`config.mk`:
```
export PLATFORM = sky130hd
export DESIGN_NAME = spu_event_arbiter
export DESIGN_NICKNAME = d
export VERILOG_FILES = /design/src/rtl/spu_event_arbiter.sv
export SDC_FILE = /design/constraint.sdc
export NUM_CORES = 1
export LEC_CHECK = 0
export BUFFER_PORTS_ARGS = -buffer_cell sky130_fd_sc_hd__buf_2
export CORE_MARGIN = 3
export CORE_UTILIZATION = 35
export DETAILED_ROUTE_END_ITERATION = 6
export SLEW_MARGIN = 25
export SYNTH_ARGS = -nofsm -noshare
export SYNTH_HDL_FRONTEND = slang
export SYNTH_SLANG_ARGS = --single-unit
export TNS_END_PERCENT = 5
```
`constraint.sdc`:
```
create_clock -name clk_i -period 11.4 [get_ports clk_i]
set_input_delay 2.28 -clock clk_i [delete_from_list [all_inputs] [get_ports clk_i]]
set_output_delay 2.28 -clock clk_i [all_outputs]
set_load 0.05 [all_outputs]
```
`src/rtl/spu_event_arbiter.sv`:
```
// Buffers one-cycle event pulses from the SPU AXI channel monitors in per-channel FIFOs and
// serializes them onto a single valid/ready event stream, counting any events that overflow.
module spu_event_arbiter #(
  parameter int NUM_CH          = 5,
  parameter int EVENT_ID_BITS   = 3,
  parameter int EVENT_INFO_BITS = 8,
  parameter int FIFO_DEPTH      = 4,
  parameter int DROP_CNT_BITS   = 16
) (
  input  logic                              clk_i,
  input  logic                              rst_i,
  input  logic                              enable_i,
  input  logic                              prio_mode_i,
  input  logic [NUM_CH-1:0]                 ev_valid_i,
  input  logic [NUM_CH*EVENT_INFO_BITS-1:0] ev_info_i,
  output logic                              e_valid_o,
  input  logic                              e_ready_i,
  output logic [EVENT_ID_BITS-1:0]          e_id_o,
  output logic [EVENT_INFO_BITS-1:0]        e_info_o,
  output logic [NUM_CH-1:0]                 ovf_o,
  output logic [DROP_CNT_BITS-1:0]          drop_cnt_o,
  input  logic                              clr_stats_i
);

  localparam int PTR_W = (FIFO_DEPTH > 1) ? $clog2(FIFO_DEPTH) : 1;
  localparam int CH_W  = (NUM_CH > 1) ? $clog2(NUM_CH) : 1;

  logic [EVENT_INFO_BITS-1:0] mem_q [NUM_CH][FIFO_DEPTH];
  logic [EVENT_INFO_BITS-1:0] mem_d [NUM_CH][FIFO_DEPTH];
  logic [PTR_W:0]             rd_ptr_q [NUM_CH];
  logic [PTR_W:0]             rd_ptr_d [NUM_CH];
  logic [PTR_W:0]             wr_ptr_q [NUM_CH];
  logic [PTR_W:0]             wr_ptr_d [NUM_CH];

  logic [CH_W-1:0]            rr_q, rr_d;
  logic                       e_valid_q, e_valid_d;
  logic [EVENT_ID_BITS-1:0]   e_id_q, e_id_d;
  logic [EVENT_INFO_BITS-1:0] e_info_q, e_info_d;
  logic [NUM_CH-1:0]          ovf_q, ovf_d;
  logic [DROP_CNT_BITS-1:0]   drop_cnt_q, drop_cnt_d;

  logic [NUM_CH-1:0]          non_empty, full, push_req, pop, drop;
  logic                       load_en, grant_valid;
  logic [CH_W-1:0]            grant_idx;
  logic [DROP_CNT_BITS:0]     drop_sum;
  int                         rr_idx;

  // An extra wrap bit on each pointer distinguishes full from empty.
  always_comb begin
    for (int c = 0; c < NUM_CH; c++) begin
      non_empty[c] = (rd_ptr_q[c] != wr_ptr_q[c]);
      full[c]      = (rd_ptr_q[c][PTR_W] != wr_ptr_q[c][PTR_W]) &&
                     (rd_ptr_q[c][PTR_W-1:0] == wr_ptr_q[c][PTR_W-1:0]);
      push_req[c]  = enable_i && ev_valid_i[c];
    end
  end

  assign load_en = !e_valid_q || e_ready_i;

  // Descending loops let the lowest index (or smallest round-robin offset) win.
  always_comb begin
    grant_valid = 1'b0;
    grant_idx   = '0;
    rr_idx      = 0;
    if (prio_mode_i) begin
      for (int c = NUM_CH - 1; c >= 0; c--) begin
        if (non_empty[c]) begin
          grant_valid = 1'b1;
          grant_idx   = CH_W'(c);
        end
      end
    end else begin
      for (int i = NUM_CH - 1; i >= 0; i--) begin
        rr_idx = int'(rr_q) + i;
        if (rr_idx >= NUM_CH) rr_idx = rr_idx - NUM_CH;
        if (non_empty[rr_idx]) begin
          grant_valid = 1'b1;
          grant_idx   = CH_W'(rr_idx);
        end
      end
    end
  end

  always_comb begin
    mem_d    = mem_q;
    rd_ptr_d = rd_ptr_q;
    wr_ptr_d = wr_ptr_q;
    for (int c = 0; c < NUM_CH; c++) begin
      pop[c]  = load_en && grant_valid && (grant_idx == CH_W'(c));
      drop[c] = push_req[c] && full[c] && !pop[c];
      if (pop[c]) rd_ptr_d[c] = rd_ptr_q[c] + (PTR_W + 1)'(1);
      if (push_req[c] && !drop[c]) begin
        mem_d[c][wr_ptr_q[c][PTR_W-1:0]] = ev_info_i[c*EVENT_INFO_BITS +: EVENT_INFO_BITS];
        wr_ptr_d[c] = wr_ptr_q[c] + (PTR_W + 1)'(1);
      end
    end
  end

  // Carry into the extra top bit marks saturation; at most NUM_CH is added per cycle.
  always_comb begin
    drop_sum = {1'b0, drop_cnt_q};
    for (int c = 0; c < NUM_CH; c++) begin
      if (drop[c]) drop_sum = drop_sum + (DROP_CNT_BITS + 1)'(1);
    end
    drop_cnt_d = drop_sum[DROP_CNT_BITS] ? '1 : drop_sum[DROP_CNT_BITS-1:0];
    ovf_d      = ovf_q | drop;
    if (clr_stats_i) begin
      drop_cnt_d = '0;
      ovf_d      = '0;
    end
  end

  always_comb begin
    e_valid_d = e_valid_q;
    e_id_d    = e_id_q;
    e_info_d  = e_info_q;
    rr_d      = rr_q;
    if (load_en) begin
      e_valid_d = grant_valid;
      if (grant_valid) begin
        e_id_d   = EVENT_ID_BITS'(grant_idx) + EVENT_ID_BITS'(1);
        e_info_d = mem_q[grant_idx][rd_ptr_q[grant_idx][PTR_W-1:0]];
        if (!prio_mode_i) begin
          rr_d = (grant_idx == CH_W'(NUM_CH - 1)) ? '0 : grant_idx + CH_W'(1);
        end
      end
    end
  end

  always_ff @(posedge clk_i) begin
    if (rst_i) begin
      for (int c = 0; c < NUM_CH; c++) begin
        rd_ptr_q[c] <= '0;
        wr_ptr_q[c] <= '0;
      end
      rr_q       <= '0;
      e_valid_q  <= 1'b0;
      e_id_q     <= '0;
      e_info_q   <= '0;
      ovf_q      <= '0;
      drop_cnt_q <= '0;
    end else begin
      rd_ptr_q   <= rd_ptr_d;
      wr_ptr_q   <= wr_ptr_d;
      rr_q       <= rr_d;
      e_valid_q  <= e_valid_d;
      e_id_q     <= e_id_d;
      e_info_q   <= e_info_d;
      ovf_q      <= ovf_d;
      drop_cnt_q <= drop_cnt_d;
    end
  end

  // Storage needs no reset; validity is tracked by the pointers.
  always_ff @(posedge clk_i) begin
    mem_q <= mem_d;
  end

  assign e_valid_o  = e_valid_q;
  assign e_id_o     = e_id_q;
  assign e_info_o   = e_info_q;
  assign ovf_o      = ovf_q;
  assign drop_cnt_o = drop_cnt_q;

endmodule

```
==> results of run 1 <==
==> path summary, 6_finish.rpt <==
kind | from | endpoint | slack (ns) | cells after the start
worst min-delay path | e_id_o[1] | e_id_o[1] | 0.45 | 2
worst min register to register | e_id_o[1] | e_id_o[1] | 0.45 | 2
worst max-delay path | rr_q[1] | drop_cnt_o[13] | 2.23 | 27
worst max register to register | rr_q[1] | drop_cnt_o[13] | 2.23 | 27
==> kinds of logic after synthesis <==
| kind of cell | share of synthesized area (%) |
|---|---|
| compound gates | 13.5 |
| simple gates | 16.4 |
| flops | 46.5 |
| fa+ha+maj | 4.47 |
| buf+inv | 2.72 |
| mux | 9.75 |
| xor+xnor | 6.69 |
==> area by class of cell <==
| type | count | area [um2] |
|---|---|---|
| fillers | 3522 | 22000 |
| multi-input cells | 842 | 6700 |
| flip-flops and latches | 226 | 6130 |
| clock buffers | 33 | 666 |
| well taps | 504 | 631 |
| repair buffers | 88 | 453 |
| clock inverters | 13 | 165 |
| inverters | 25 | 93.8 |
==> worst reg2reg max path, stage by stage (launching register included) <==
cell      delay, ns
dfxtp_1        0.55
inv_1          0.25
ha_1           0.57
a21boi_0       0.25
or2_1          0.25
o311ai_0       0.51
nor2_1         0.14
a32o_1         0.25
a21oi_1        0.15
o32ai_1        0.11
a22o_1         0.24
o21ai_2        0.51
ha_1           0.33
nand2_1        0.09
nor2b_1        0.55
a31oi_2        0.41
a31o_1         0.32
or3_1          0.32
a41oi_2        0.63
o21a_1         0.25
o21ai_1        0.12
a21oi_2        0.27
nand2_1        0.13
o41ai_1        0.42
xor2_1         0.37
nor3_1         0.11
a31oi_2        0.76
a21oi_1        0.15
==> cells in the mapped netlist, types with 24 or more instances <==
cell	n	area share (%)
and2_1	32	1.5
mux4_2	40	6.8
nand2_1	106	3.0
nand3_1	27	1.0
xor2_1	28	1.9
and3_1	27	1.3
ha_1	47	4.5
nor2_1	91	2.6
a21oi_1	36	1.4
xnor2_1	54	3.6
edfxtp_1	160	37
dfxtp_1	66	10
nor3_1	24	0.91
o21ai_0	31	1.2
==> layer usage <==
layer	up-vias	GRT usage (%)	share of wire, %
met5	-	0	0.040
met4	2	4.81	2.4
met3	43	2.48	4.2
met2	201	26.4	46
met1	4467	22.4	47
li1	4463	-	-
==> registers in the layout, indices dropped and copies added, names as in the netlist, 3 cells and up <==
register and cells:
drop_cnt_o 16, e_id_o 3, e_info_o 8, mem_q 160
ovf_o 5, rd_ptr_q 15, rr_q 3, wr_ptr_q 15
==> power by group through the flow <==
stage / logic (uW) / registers, uW / clock network (uW)
after detailed placement: 1330 / 1020 / 0
final: 1340 / 999 / 814
after global routing: 1470 / 1010 / 869
after CTS: 1340 / 1000 / 835
after floorplan: 1000 / 1020 / 0
after global placement: 1330 / 1020 / 0
==> layout by cell type (no fill, tap or decap), types with 7 or more instances in the layout <==
cell type and n:
nor2b_1 7, or3_1 8, edfxtp_1 160, a21oi_2 12, buf_2 83, nand3_1 27, o21ai_0 31, clkbuf_1 7
mux4_2 40, clkbuf_16 25, and3_1 27, xnor2_1 54, nand2_1 106, and2_1 32, mux2i_1 21, inv_1 23
dfxtp_1 66, nor3_1 24, ha_1 47, xor2_1 28, nor2_1 91, o221ai_1 8, o21a_1 8, a21oi_1 36
a31oi_1 12, nand2b_1 15, nand4_1 11, mux2_2 13
==> per-stage QoR <==
stage | hold WS (ns) | setup WS, ns | total power (uW) | util [%] | cells
6_report | 0.451 | 2.23 | 3150 | 40.2 | 1731
5_1_grt | 0.492 | 1.46 | 3350 | 40.2 | 1731
4_1_cts | 0.454 | 1.95 | 3170 | 40.2 | 1731
3_5_place_dp | 0.446 | 1.99 | 2350 | 38.0 | 1685
3_3_place_gp | 0.443 | 2.32 | 2340 | 38.0 | 1685
2_1_floorplan | 0.498 | 3.35 | 2020 | - | 1138
==> impl_metrics.csv, run 1 <==
group,metric,value,unit
clock_network,post-cts-setup-buffers,0,
clock_network,path_clk_slew,0.06,ns
clock_network,cts_root_buffer,"clkbuf_16",
sta,drv_slew,0,
worst_setup_path,cp.required,11.80,ns
global_route,overflow,0,
global_route,grt_max_degree,41,
sta,fin_crit_sh,80.4,%
worst_setup_path,path_buf_inv,1,
die,rows,70,
synth,synth_flop_cell,"edfxtp_1",
clock_network,cts_hold_buf,0,
power,switching_power,1230,uW
detailed_routing,drt_iter0_drc,503,
die,core,0.0369,mm2
synth,yosysUniqueCellTypes,106,
power,p_int,1920,uW
placed_design,dpl.hpwl,23600,um
synth,yosysSeqAreaShare,46.5,%
clock_network,h-tree-depth,1,
sta,relSlewSlack,29.9,%
sta,fmax,0.109,GHz
power,ir_worst_vdd,200,uV
finish,finish.instance_area,0.0148,mm2
detailed_routing,drtPass1Iterations,5,
detailed_routing,route.vias.total,9176,
finish,antenna_cells,0,
synth,synth.avg_cell_area,11.6,um2
worst_hold_path,hold_class,"reg -> reg",
clock_network,cts.sinks,226,
power,clkPwrFrac,25.8,%
global_route,grt_pass1_wl,50900,um
worst_setup_path,end_kind,"register",
power,p_per_area,212,mW/mm2
sta,hold_viol_final,0,
die,die_area,0.0400,mm2
clock_network,clk_path_buf_depth,3,
power,comb_power_share,42.5,%
worst_setup_path,critPathTopFamily,"compound AO/OA/AOI/OAI gates",
finish,drive_above_1_share,21.1,%
worst_setup_path,cpPeakStageDelay,0.76,ns
sta,layout_min_cycle_time,9.17,ns
flow_run,drv_cap,0,
worst_setup_path,cp_slowest_cell,"a31oi_2",
worst_setup_path,arrival,9.57,ns
worst_setup_path,crit_path_max_fanout,19,
synth,synthArstFlopShare,0,%
global_route,grt_pass1_vias,9045,
worst_setup_path,criticalPathCategory,"reg -> reg",
sta,grt_setup_unrepaired,"no",
sta,finClkSkew,0.0248,ns
worst_setup_path,cp-start-kind,"register",
sta,tns,0,ns
placed_design,portBuffers,83,
placed_design,dpl_cell_area,0.0140,mm2
die,initial_core_util,35.7,%
synth,synthCells,1138,
run_status,status,"completed",
die,die_w,200,um
power,seq_power_share,31.7,%
detailed_routing,drc,0,
clock_network,clkLatencyLatePin,0.55,ns
detailed_routing,wirelength,32100,um
die,die_h,200,um
synth,yosys_warnings,0,
synth,synth-seq-cells,226,
power,p_leak,0.00507,uW
synth,synth_edf_count,160,
detailed_routing,antenna_left,0,
detailed_routing,viasPerCell,5.30,
placed_design,globalplace.congestion,0.867,
detailed_routing,wire_per_inst,18.6,um
synth,synth_nets,1236,
synth,synth_area,0.0132,mm2
global_route,globalRouteTotalUtil,16.1,%
power,swShare,39.2,%
finish,area_delta_synth_final,12.7,%
clock_network,cts_buffers,25,
clock_network,cts_tree,"yes",
die,ios,84,
sta,setup_viol,0,
clock_network,cts_resized,0,
global_route,antenna_found_initial,2,
finish,finalNetCount,1306,
sta,worst_pin_slew,1.04,ns
No activity file was read; power rests on OpenSTA's default activity.
==> run 2, diff against run 1 <==
--- a/config.mk
+++ b/config.mk
@@ -5,6 +5,7 @@
 export SDC_FILE = /design/constraint.sdc
 export NUM_CORES = 1
 export LEC_CHECK = 0
+export ABC_AREA = 1
 export BUFFER_PORTS_ARGS = -buffer_cell sky130_fd_sc_hd__buf_2
 export CORE_MARGIN = 3
 export CORE_UTILIZATION = 35
==> constraint.sdc (replaced) <==
create_clock -name clk_i -period 8.4 [get_ports clk_i]
set_input_delay 1.68 -clock clk_i [delete_from_list [all_inputs] [get_ports clk_i]]
set_output_delay 1.68 -clock clk_i [all_outputs]
set_load 0.05 [all_outputs]
==> run 2 against run 1 <==
Net effect:
- via count grew 20%
- sequential cell count is the same
- synthesized cell count grew 42%
- critical path depth grew 22
- first-iteration DRC count grew 81%
- synthesized area grew 1.5%
- clock skew shrank 0.0081 ns
- core utilization grew 0.18 points
- final area grew 1.2%
- register-to-register slack lost 1.4 ns
- largest power group unchanged
==> impl_metrics.csv, run 2 <==
group,metric,value,unit
finish,multiInputGateArea,0.00626,mm2
die,initial_core_util,36.0,%
die,die_area,0.0405,mm2
worst_hold_path,min_from,"ovf_o[2]",
sta,setup_viol,0,
detailed_routing,wirelength,36700,um
worst_setup_path,crit_path_max_fanout,21,
synth,synthArstFlopShare,0,%
detailed_routing,met1_length,16900,um
clock_network,path_clk_slew,0.06,ns
finish,largest_register,"mem_q",
global_route,globalRouteTotalUtil,17.6,%
sta,setup_ws,0.878,ns
worst_setup_path,cp_common_cell,"nand2_1",
worst_setup_path,ff2ff_path_depth,49,
global_route,grt_max_degree,75,
worst_setup_path,rr_startpoint,"rr_q[1]",
sta,relSlewSlack,28.0,%
sta,fmax,0.133,GHz
synth,synthCells,1617,
placed_design,dpl.hpwl,27400,um
worst_setup_path,rrSetupSlack,0.88,ns
synth,synth_top_cells_by_count,"366 x nand2_1, 183 x inv_1, 173 x nor2_1, 160 x edfxtp_1, 99 x nand3_1",
placed_design,dpl_worst_slack,0.963,ns
sta,drv_slew,0,
clock_network,cts_resized,0,
global_route,overflow,0,
finish,area_delta_synth_final,12.4,%
placed_design,globalplace.congestion,0.850,
sta,finClkSkew,0.0167,ns
finish,seq_area,0.00613,mm2
clock_network,h-tree-depth,1,
synth,synth_edf_count,160,
detailed_routing,wire_per_inst,16.6,um
synth,yosysTopAreaCell,"edfxtp_1",
sta,layout_min_cycle_time,7.52,ns
worst_hold_path,hold_end,"ovf_o[2]",
synth,yosysUniqueCellTypes,54,
sta,tns,0,ns
die,die_h,201,um
detailed_routing,route.vias.total,11000,
run_status,status,"completed",
sta,worst_pin_slew,1.08,ns
placed_design,dp.cells,2169,
sta,fin_crit_sh,89.5,%
worst_setup_path,cp.required,8.87,ns
worst_setup_path,end_kind,"register",
detailed_routing,antenna_left,0,
finish,largest_reg_flops,160,
synth,synth_nets,1715,
synth,yosysTopAreaCellShare,36.0,%
worst_setup_path,r2r-end,"drop_cnt_o[15]",
finish,final_common_cell,"nand2_1",
sta,grt_setup_unrepaired,"no",
detailed_routing,drc,0,
worst_setup_path,cpPeakStageDelay,0.51,ns
detailed_routing,drtPass1Iterations,5,
worst_setup_path,criticalPathCategory,"reg -> reg",
synth,synth_flop_cell,"edfxtp_1",
worst_setup_path,cp-start-kind,"register",
global_route,grt_pass1_vias,10500,
detailed_routing,drt_iter0_drc,910,
placed_design,portBuffers,83,
synth,synth.avg_cell_area,8.26,um2
synth,yosysMostFrequentCell,"nand2_1",
finish,antenna_cells,0,
sta,hold_viol_final,0,
worst_setup_path,arrival,7.99,ns
synth,synth-seq-cells,226,
worst_setup_path,cp_slowest_cell,"dfxtp_1",
worst_hold_path,hold_class,"reg -> reg",
clock_network,cts_hold_buf,0,
finish,final_cell_mix,"365 x nand2_1, 181 x inv_1, 171 x nor2_1",
clock_network,clkLatencyLatePin,0.55,ns
detailed_routing,wl_met2,16600,um
finish,final_cells,2213,
global_route,antenna_found_initial,2,
finish,finalNetCount,1789,
global_route,grt_pass1_wl,57400,um
synth,synth_area_leaders,"edfxtp_1 36%, nand2_1 10%, dfxtp_1 9.9%, inv_1 5.1%, nor2_1 4.9%",
clock_network,post-cts-setup-buffers,0,
power,p_per_area,295,mW/mm2
clock_network,cts.sinks,226,
die,die_w,201,um
clock_network,cts_buffers,24,
power,ir_worst_vdd,261,uV
detailed_routing,wl_met3,2310,um
synth,yosysSeqAreaShare,45.9,%
die,core,0.0371,mm2
clock_network,clk_path_buf_depth,3,
die,ios,84,
detailed_routing,top_layer,"met5",
power,p_leak,0.00623,uW
finish,num-fill-cells,3780,
flow_run,drv_cap,0,
die,rows,70,
finish,drive_above_1_share,16.9,%
detailed_routing,viasPerCell,4.99,
clock_network,cts_root_buffer,"clkbuf_16",
clock_network,cts_tree,"yes",
synth,yosys_warnings,0,
synth,synth_area,0.0134,mm2
worst_hold_path,min_delay_path_depth,2,
==> run 2: cell families after synthesis <==
group                      Yosys count  share of synthesized area (%)
xor gates and xnor gates            36                           2.36
buffers and inverters              250                           7.29
DFF                                226                           45.9
AOI/OAI and AO/OA                  219                           9.93
and+or+nand+nor                    839                           30.1
adders and majority gates           47                           4.40
==> run 2: final cells by class <==
class,count,area share (%)
Inverter,207,5.18
Tap cell,504,4.20
Timing Repair Buffer,91,3.17
Multi-Input combinational cell,1141,41.7
Clock buffer,28,4.10
Sequential cell,226,40.8
Clock inverter,16,0.776
==> run 2: how the worst max path moves through the flow <==
stage                     startpoint             end
after floorplan              rr_q[1]  drop_cnt_o[10]
after global placement       rr_q[1]   drop_cnt_o[1]
after detailed placement     rr_q[1]  drop_cnt_o[15]
after CTS                    rr_q[1]  drop_cnt_o[15]
after global routing         rr_q[1]  drop_cnt_o[13]
final                        rr_q[1]  drop_cnt_o[15]
==> run 2: critical path, delay by kind of cell, from the launching register on <==
family          cells  cell delay [ns]
simple gates       29             3.70
fa+ha+maj           5             1.33
buf+inv             7             0.76
compound gates      6             0.65
flops               1             0.51
xor+xnor            2             0.50
==> run 2: through the flow <==
step	utilization, %	hold slack [ns]	instance area [um2]	power, uW
2_1_floorplan	-	0.454	13400	2820
3_3_place_gp	38.4	0.451	14300	3410
3_5_place_dp	38.4	0.467	14300	3440
4_1_cts	40.4	0.483	15000	4430
5_1_grt	40.4	0.493	15000	4720
6_report	40.4	0.478	15000	4420
==> run 2: routing by layer <==
metal  track usage (%)  vias up
met5                 0        -
met3              3.22       53
li1                  -     5528
met4              4.83        4
met1              24.4     5190
met2              28.4      270
==> run 2: power breakdown <==
group / internal (uW) / leakage [uW] / switching (uW)
sequential: 1260 / 0.00199 / 53.3
combinational: 620 / 0.00389 / 1500
clock: 533 / 0.000345 / 452
total: 2410 / 0.00623 / 2010
